--- config.mk ---
export PLATFORM = sky130hd
export DESIGN_NAME = vaddsub_chunk_sequencer
export DESIGN_NICKNAME = d
export VERILOG_FILES = /design/src/rtl/vaddsub_chunk_sequencer.sv
export SDC_FILE = /design/constraint.sdc
export NUM_CORES = 1
export LEC_CHECK = 0
export ABC_AREA = 1
export CORE_AREA = 2 2 245 247
export CTS_CLUSTER_SIZE = 24
export DETAILED_ROUTE_END_ITERATION = 7
export DIE_AREA = 0 0 247 249
export HOLD_SLACK_MARGIN = 0.15
export PLACE_DENSITY_LB_ADDON = 0.15
export SLEW_MARGIN = 15
export SYNTH_ARGS = -nofsm -noshare
export SYNTH_HDL_FRONTEND = slang
export SYNTH_SLANG_ARGS = --single-unit
--- constraint.sdc ---
create_clock -name clk -period 17.9 [get_ports clk]
set_clock_uncertainty 0.1 [all_clocks]
set_input_delay 2.685 -clock clk [delete_from_list [all_inputs] [get_ports clk]]
set_output_delay 2.685 -clock clk [all_outputs]
set_load 0.02 [all_outputs]
--- src/rtl/vaddsub_chunk_sequencer.sv ---
// vaddsub_chunk_sequencer
//   Feeds one VLEN-wide vector add/sub op through a 32-bit SIMD adder, one
//   32-bit chunk per cycle. Each returned sum chunk is merged byte by byte
//   with the old destination: tail elements (index >= vl) keep vd_old. The
//   assembled vd is then presented on a valid/ready handshake.
//
// Ports
//   clk, rst_n        clock (rising edge), synchronous active-low reset
//   in_valid/in_ready op request handshake; in_ready is high only in IDLE
//   in_sub            0 = vs2+vs1, 1 = vs2-vs1
//   in_sew            00 = 8b, 01 = 16b, 10 = 32b, 11 = illegal
//   in_vl             active element count (clamped to VLMAX)
//   in_vs1/in_vs2     operand B / operand A sources
//   in_vd_old         old destination, supplies tail elements
//   add_ctrl, add_sew_16_32, add_sew_32, add_a, add_b
//                     drive the external adder (all zero outside RUN)
//   add_sum           adder result, combinational in the same cycle
//   out_valid/out_ready result handshake
//   out_vd            assembled result
//   out_err           illegal SEW, qualified by out_valid
module vaddsub_chunk_sequencer #(
  parameter int VLEN = 128
) (
  input  logic                          clk,
  input  logic                          rst_n,
  input  logic                          in_valid,
  output logic                          in_ready,
  input  logic                          in_sub,
  input  logic [1:0]                    in_sew,
  input  logic [$clog2(VLEN/8):0]       in_vl,
  input  logic [VLEN-1:0]               in_vs1,
  input  logic [VLEN-1:0]               in_vs2,
  input  logic [VLEN-1:0]               in_vd_old,
  output logic                          add_ctrl,
  output logic                          add_sew_16_32,
  output logic                          add_sew_32,
  output logic [31:0]                   add_a,
  output logic [31:0]                   add_b,
  input  logic [31:0]                   add_sum,
  output logic                          out_valid,
  input  logic                          out_ready,
  output logic [VLEN-1:0]               out_vd,
  output logic                          out_err
);

  localparam int NCHUNK = VLEN / 32;
  localparam int VL_W   = $clog2(VLEN/8) + 1;
  localparam int CNT_W  = (NCHUNK > 1) ? $clog2(NCHUNK) : 1;
  localparam logic [CNT_W-1:0] CNT_LAST = CNT_W'(NCHUNK - 1);

  localparam logic [1:0] S_IDLE = 2'd0;
  localparam logic [1:0] S_RUN  = 2'd1;
  localparam logic [1:0] S_DONE = 2'd2;

  logic [1:0]       state;
  logic [CNT_W-1:0] cnt;
  logic             err;
  logic [VLEN-1:0]  res;

  logic             sub;
  logic [1:0]       sew;
  logic [VL_W-1:0]  vl_c;
  logic [VLEN-1:0]  vs1;
  logic [VLEN-1:0]  vs2;

  logic             accept;
  logic             run;
  logic [VL_W-1:0]  vlmax;
  logic [VL_W-1:0]  in_vl_c;
  logic [31:0]      chunk_a;
  logic [31:0]      chunk_b;
  logic [31:0]      chunk_old;
  logic [31:0]      chunk_res;
  logic [VL_W-1:0]  byte_idx;
  logic [VL_W-1:0]  elem_idx;

  assign accept = (state == S_IDLE) && in_valid;
  assign run    = (state == S_RUN);

  always_comb begin
    vlmax = VL_W'(VLEN / 32);
    case (in_sew)
      2'b00:   vlmax = VL_W'(VLEN / 8);
      2'b01:   vlmax = VL_W'(VLEN / 16);
      default: vlmax = VL_W'(VLEN / 32);
    endcase
    in_vl_c = (in_vl > vlmax) ? vlmax : in_vl;
  end

  // res is preloaded with vd_old on accept, so the chunk about to be
  // overwritten still holds the old destination bytes for the tail merge.
  always_comb begin
    chunk_a   = vs2[cnt*32 +: 32];
    chunk_b   = vs1[cnt*32 +: 32];
    chunk_old = res[cnt*32 +: 32];
    chunk_res = chunk_old;
    byte_idx  = '0;
    elem_idx  = '0;
    for (int j = 0; j < 4; j++) begin
      byte_idx = VL_W'({cnt, 2'(j)});
      elem_idx = byte_idx >> sew;
      chunk_res[j*8 +: 8] = (elem_idx < vl_c) ? add_sum[j*8 +: 8] : chunk_old[j*8 +: 8];
    end
  end

  assign in_ready      = (state == S_IDLE);
  assign out_valid     = (state == S_DONE);
  assign out_err       = out_valid & err;
  assign out_vd        = res;
  assign add_ctrl      = run & sub;
  assign add_sew_32    = run & (sew == 2'b10);
  assign add_sew_16_32 = run & ((sew == 2'b01) || (sew == 2'b10));
  assign add_a         = run ? chunk_a : 32'h0;
  assign add_b         = run ? chunk_b : 32'h0;

  always_ff @(posedge clk) begin
    if (!rst_n) begin
      state <= S_IDLE;
      cnt   <= '0;
      err   <= 1'b0;
      res   <= '0;
    end else begin
      case (state)
        S_IDLE: begin
          if (in_valid) begin
            cnt   <= '0;
            err   <= (in_sew == 2'b11);
            res   <= in_vd_old;
            state <= (in_sew == 2'b11) ? S_DONE : S_RUN;
          end
        end
        S_RUN: begin
          res[cnt*32 +: 32] <= chunk_res;
          if (cnt == CNT_LAST) begin
            state <= S_DONE;
          end else begin
            cnt <= cnt + 1'b1;
          end
        end
        S_DONE: begin
          if (out_ready) begin
            state <= S_IDLE;
          end
        end
        default: state <= S_IDLE;
      endcase
    end
  end

  // Operand registers carry no reset; they are only read after an accept.
  always_ff @(posedge clk) begin
    if (accept) begin
      sub  <= in_sub;
      sew  <= in_sew;
      vl_c <= in_vl_c;
      vs1  <= in_vs1;
      vs2  <= in_vs2;
    end
  end

endmodule

* After elaboration in Yosys (flattened, before gate mapping)
Cells that the tools add are included.
** Storage, ports and cells
- Input port bits :: 428
- Register bits :: 397
- Word-level logic and storage cells :: 68
** Cells by class
- Shift-type cells :: 9
- Bitwise gates (word level) :: 4
- Reductions and logical operators :: 9
- Muxes and demuxes :: 19
- Add/subtract/negate cells :: 2
- Equality and inequality tests :: 11
- Magnitude comparators :: 5
** Operators with widths (number)
- indexed part select 128 x 8 -> 32 bit :: 3
- one-hot mux 128 bit (2 select lines) :: 1
- bitwise mux 128 bit :: 1
- 2-to-1 mux 128 bit :: 1
- variable shift 32 x 34 -> 128 bit, first input constant :: 1
- indexed part select 32 x 34 -> 128 bit :: 1
- 2-to-1 mux 32 bit :: 2
- negator 7 -> 34 bit :: 1
- 2-to-1 mux 8 bit :: 4
- less-than comparator 5 bit :: 4
- right shift 4 x 2 -> 5 bit :: 4
- 2-to-1 mux 2 bit :: 6
- one-hot mux 5 bit (2 select lines) :: 1
- equality test 2 bit, second input constant :: 4
- equality test 2 x 1 -> 1 bit, second input constant :: 3
- one-hot mux 2 bit (3 select lines) :: 1
- AND reduction 3 bit :: 2
- greater-than comparator 5 bit :: 1
- 2-to-1 mux 5 bit :: 1
- bitwise AND 1 bit :: 4
- zero test 2 bit :: 2
- inequality test 2 x 1 -> 1 bit, second input constant :: 2
- inequality test 2 bit, second input constant :: 2
- one-hot mux 2 bit (2 select lines) :: 1
- other kinds (5) :: 6

* Depth between registers and ports, before layout
- Word-level depth :: 6
- Gate-level depth with buffers :: 16
- Gate-level depth less buffers :: 14

* Worst setup path before layout
OpenSTA, ideal clock, no wires.
- Path type :: input port to flip-flop
- Start :: in in_valid
- End :: reg err
- Buffers on the path :: 0
- Stages on the path :: 4
- Data arrival time :: 8.496 ns
- Slack :: 9.147 ns
- Setup time :: 0.157 ns
- Cells stage by stage :: nand2_1 -> inv_1 -> o21ai_0 -> a21oi_1
** Between the ends
- Word-level cells in the longest chain between the ends :: 1
** RTL lines
- start: declaration :: RTL line 26 : input logic in_valid,
- AND reduction 2 bit (no line)
- end signal: assignment :: RTL line 127 : err <= (in_sew == 2'b11);
- end: declaration :: RTL line 57 : logic err;
Every way passes these cells.
A chain may end at the register's enable or synchronous reset.

* Worst setup path in the final report
- Start :: reg cnt[0]
- End :: out add_a[27]
** Between the ends
- Word-level cells in the longest chain between the ends :: 2
** RTL lines
- start: declaration :: RTL line 56 : logic [CNT_W-1:0] cnt;
- start signal: assignment :: RTL line 137 : cnt <= cnt + 1'b1;
- indexed part select 128 x 8 -> 32 bit :: RTL line 93 : chunk_a = vs2[cnt*32 +: 32];
- 2-to-1 mux 32 bit :: RTL line 113 : assign add_a = run ? chunk_a : 32'h0;
- end: declaration :: RTL line 37 : output logic [31:0] add_a,
Every way passes these cells.

==> out/results.ini <==
[global_route]
grt_pass1_vias=17300
antenna_found_initial=15
grt_max_degree=123
grt_pass1_wl_mm=112
grt_usage_pct=24.2
overflow=0

[sta]
slew_headroom_pct=21.0
max_freq_mhz=146
setup_viol=0
rsz0062_at_grt=no
slew_violations=0
period_needed_ps=6860
tns_ps=0
finalHoldViolations=0
fin_crit_sh_pct=38.3
worstMarginPinSlew_ps=1180

[route]
totalWireLength_mm=77.4
drc=0
detail_route.iter0.violations=1300
wire_per_inst_um=22.7
drtPass1Iterations=7
postRouteAntennaNets=0
vias=17400
vias_per_cell=5.10

[floorplan]
core_um2=58700
die_h_um=249
ios=626
die_w_um=247
start_util_pct=31.1
rows=89
die-area_um2=61500

[critical_path]
critPathArrivalTime_ps=4080
critPathLaunchType=flop
endpoint_kind=primary output
path_buf_inv=3
cpPeakStageDelay_ps=790
path_delay_family=buffers and inverters
worst_ep_required_time_ps=15110
crit_fanout=74
worstSetupPathType=flop to primary output
crit_slowest_cell=buf_4
crit_chain=buf_4 > buf_4 > nor2_1 > nor2_1 > o21ai_0 > a21oi_1 > clkdlybuf4s50_1

[logic_synthesis]
synth_top_area_share_pct=43.5
synth_area_leaders=edfxtp_1, dfxtp_1, nand2_1, o21ai_0, nor2_1
avgSynthCellArea_um2=8.88
yosys.area_share.simple_pct=18.8
syn_nets=2494
ys_ff_latch=397
synth_top_family_by_area=simple AND/OR/NAND/NOR gates
syn_area_um2=18200
synth_warnings=0
synth.mux.area_fraction_pct=0
synth_edf_count=264
synthXorXnorAreaFrac_pct=0
synth.distinct_cells=31
ys_top_cells_by_count=nand2_1, nor2_1, o21ai_0
syn-instance-count=2053
synthArstFlopShare_pct=0
synth_top_cell_by_area=edfxtp_1
synthMostInstantiatedCell=nand2_1
ys_seq_area_share_pct=58.1
synth_adder_area_share_pct=0.892
synth-compound-area-share_pct=16.3
synth_ff_type=edfxtp_1

[clock_network]
cts_resized=0
cts_made_buffers=46
h-tree-depth=2
worstSkewPairLatency_ps=590
cts_setup_buffers=0
ctsHoldBuffers=0
cts_tree=yes
cts_sinks=397
cts.clk_slew.worst_paths_ps=60
clockBufferDepth=3
cts_root_buf=clkbuf_16

[layout]
final_area_um2=26400
drive_gt1_share_pct=4.34
syn2layout_area_growth_pct=44.8
fin_cells=3406
final_core_util_pct=45.0
layout.nets=3031
fillers=5690

[pwr]
vdd_drop_max_uv=71.5
p_per_area_nw_per_um2=102
leakagePower_nw=10.1

[placement]
placed_area_um2=25000
dp_cells=3315
routabilityCongestion=0.850
dp_hpwl_mm=52.8
io_buffer_count=625

[run_status]
status=completed

[job]
cap_violations=0

[worst_hold_path]
hp-class=flop to flop

-- cells in the final DEF, fill, tap and decap left out, drive strengths merged, types with 20 or more instances in the layout --
cell type and count:
a21oi 200, a22oi 25, a31oi 48, buf 20
clkbuf 68, clkdlybuf4s50 624, dfxtp 133, edfxtp 264
inv 106, nand2 393, nand3 70, nand4 64
nor2 290, o21ai 279
-- worst paths after layout --
path | startpoint | to | slack (ps) | depth (start not counted)
worst max-delay path | cnt[0]$_SDFFE_PN0P_ | add_a[27] | 11040 | 7
worst max register to register | cnt[1]$_SDFFE_PN0P_ | out_vd[69]$_SDFFE_PN0P_ | 13370 | 14
worst min register to register | out_vd[8]$_SDFFE_PN0P_ | out_vd[8]$_SDFFE_PN0P_ | 470 | 2
worst min-delay path | out_vd[8]$_SDFFE_PN0P_ | out_vd[8]$_SDFFE_PN0P_ | 470 | 2
-- per-layer routing --
layer / GRT usage, % / vias up / share of wire [%]
met5: 0 / - / 0.17
met4: 5.90 / 20 / 2.1
met3: 7.84 / 112 / 10
met2: 40.8 / 743 / 48
met1: 29.7 / 8295 / 40
li1: - / 8193 / -
-- logic make-up after synthesis --
logic type / Yosys count
AO/OA/AOI/OAI: 561
adder cells (fa/ha/maj): 13
buffers and inverters: 261
flip-flops: 397
AND/OR/NAND/NOR: 821
-- metrics by stage --
stage	power, mW	hold WS (ps)	worst slack [ps]
6_report	2.68	468	11040
5_1_grt	2.80	486	10750
4_1_cts	2.71	464	10950
3_3_place_gp	1.79	421	11540
2_1_floorplan	1.48	400	9150
3_5_place_dp	1.79	451	11450
-- report_power, final --
part | total, mW | leakage, nW | internal, mW | switching [mW]
combinational | 0.643 | 5.83 | 0.255 | 0.388
clock | 0.908 | 0.690 | 0.518 | 0.389
sequential | 1.13 | 3.63 | 1.08 | 0.0546
-- worst reg2reg max path: stages, from the launching register on --
cell and delay (ps):
dfxtp_4 590, inv_4 660, buf_4 810, nand2_1 180
nand2_1 150, nor2_1 70, ha_1 300, nand2_1 60
nand2_1 70, a21oi_4 580, nand2_2 300, nand2_1 140
nand2_1 130, nand3_1 140, a31oi_1 90
-- registers in the layout, indices dropped and copies added, names as in the netlist --
register  flops
out_vd      128
cnt           2
vl_c          5
vs1         128
vs2         128
err           1
state         2
sew           2
sub           1
-- cell type report --
class                           instances  area (um2)  area share (%)
Clock inverter                         14         115           0.436
Inverter                              106         419            1.59
Tap cell                              773         967            3.66
Antenna cell                            9        22.5          0.0853
Multi-Input combinational cell       1395        6590            24.9
Sequential cell                       397       10600            40.1
Clock buffer                           68        1300            4.94
Timing Repair Buffer                  644        6400            24.2
No activity file was read; power rests on OpenSTA's default activity.
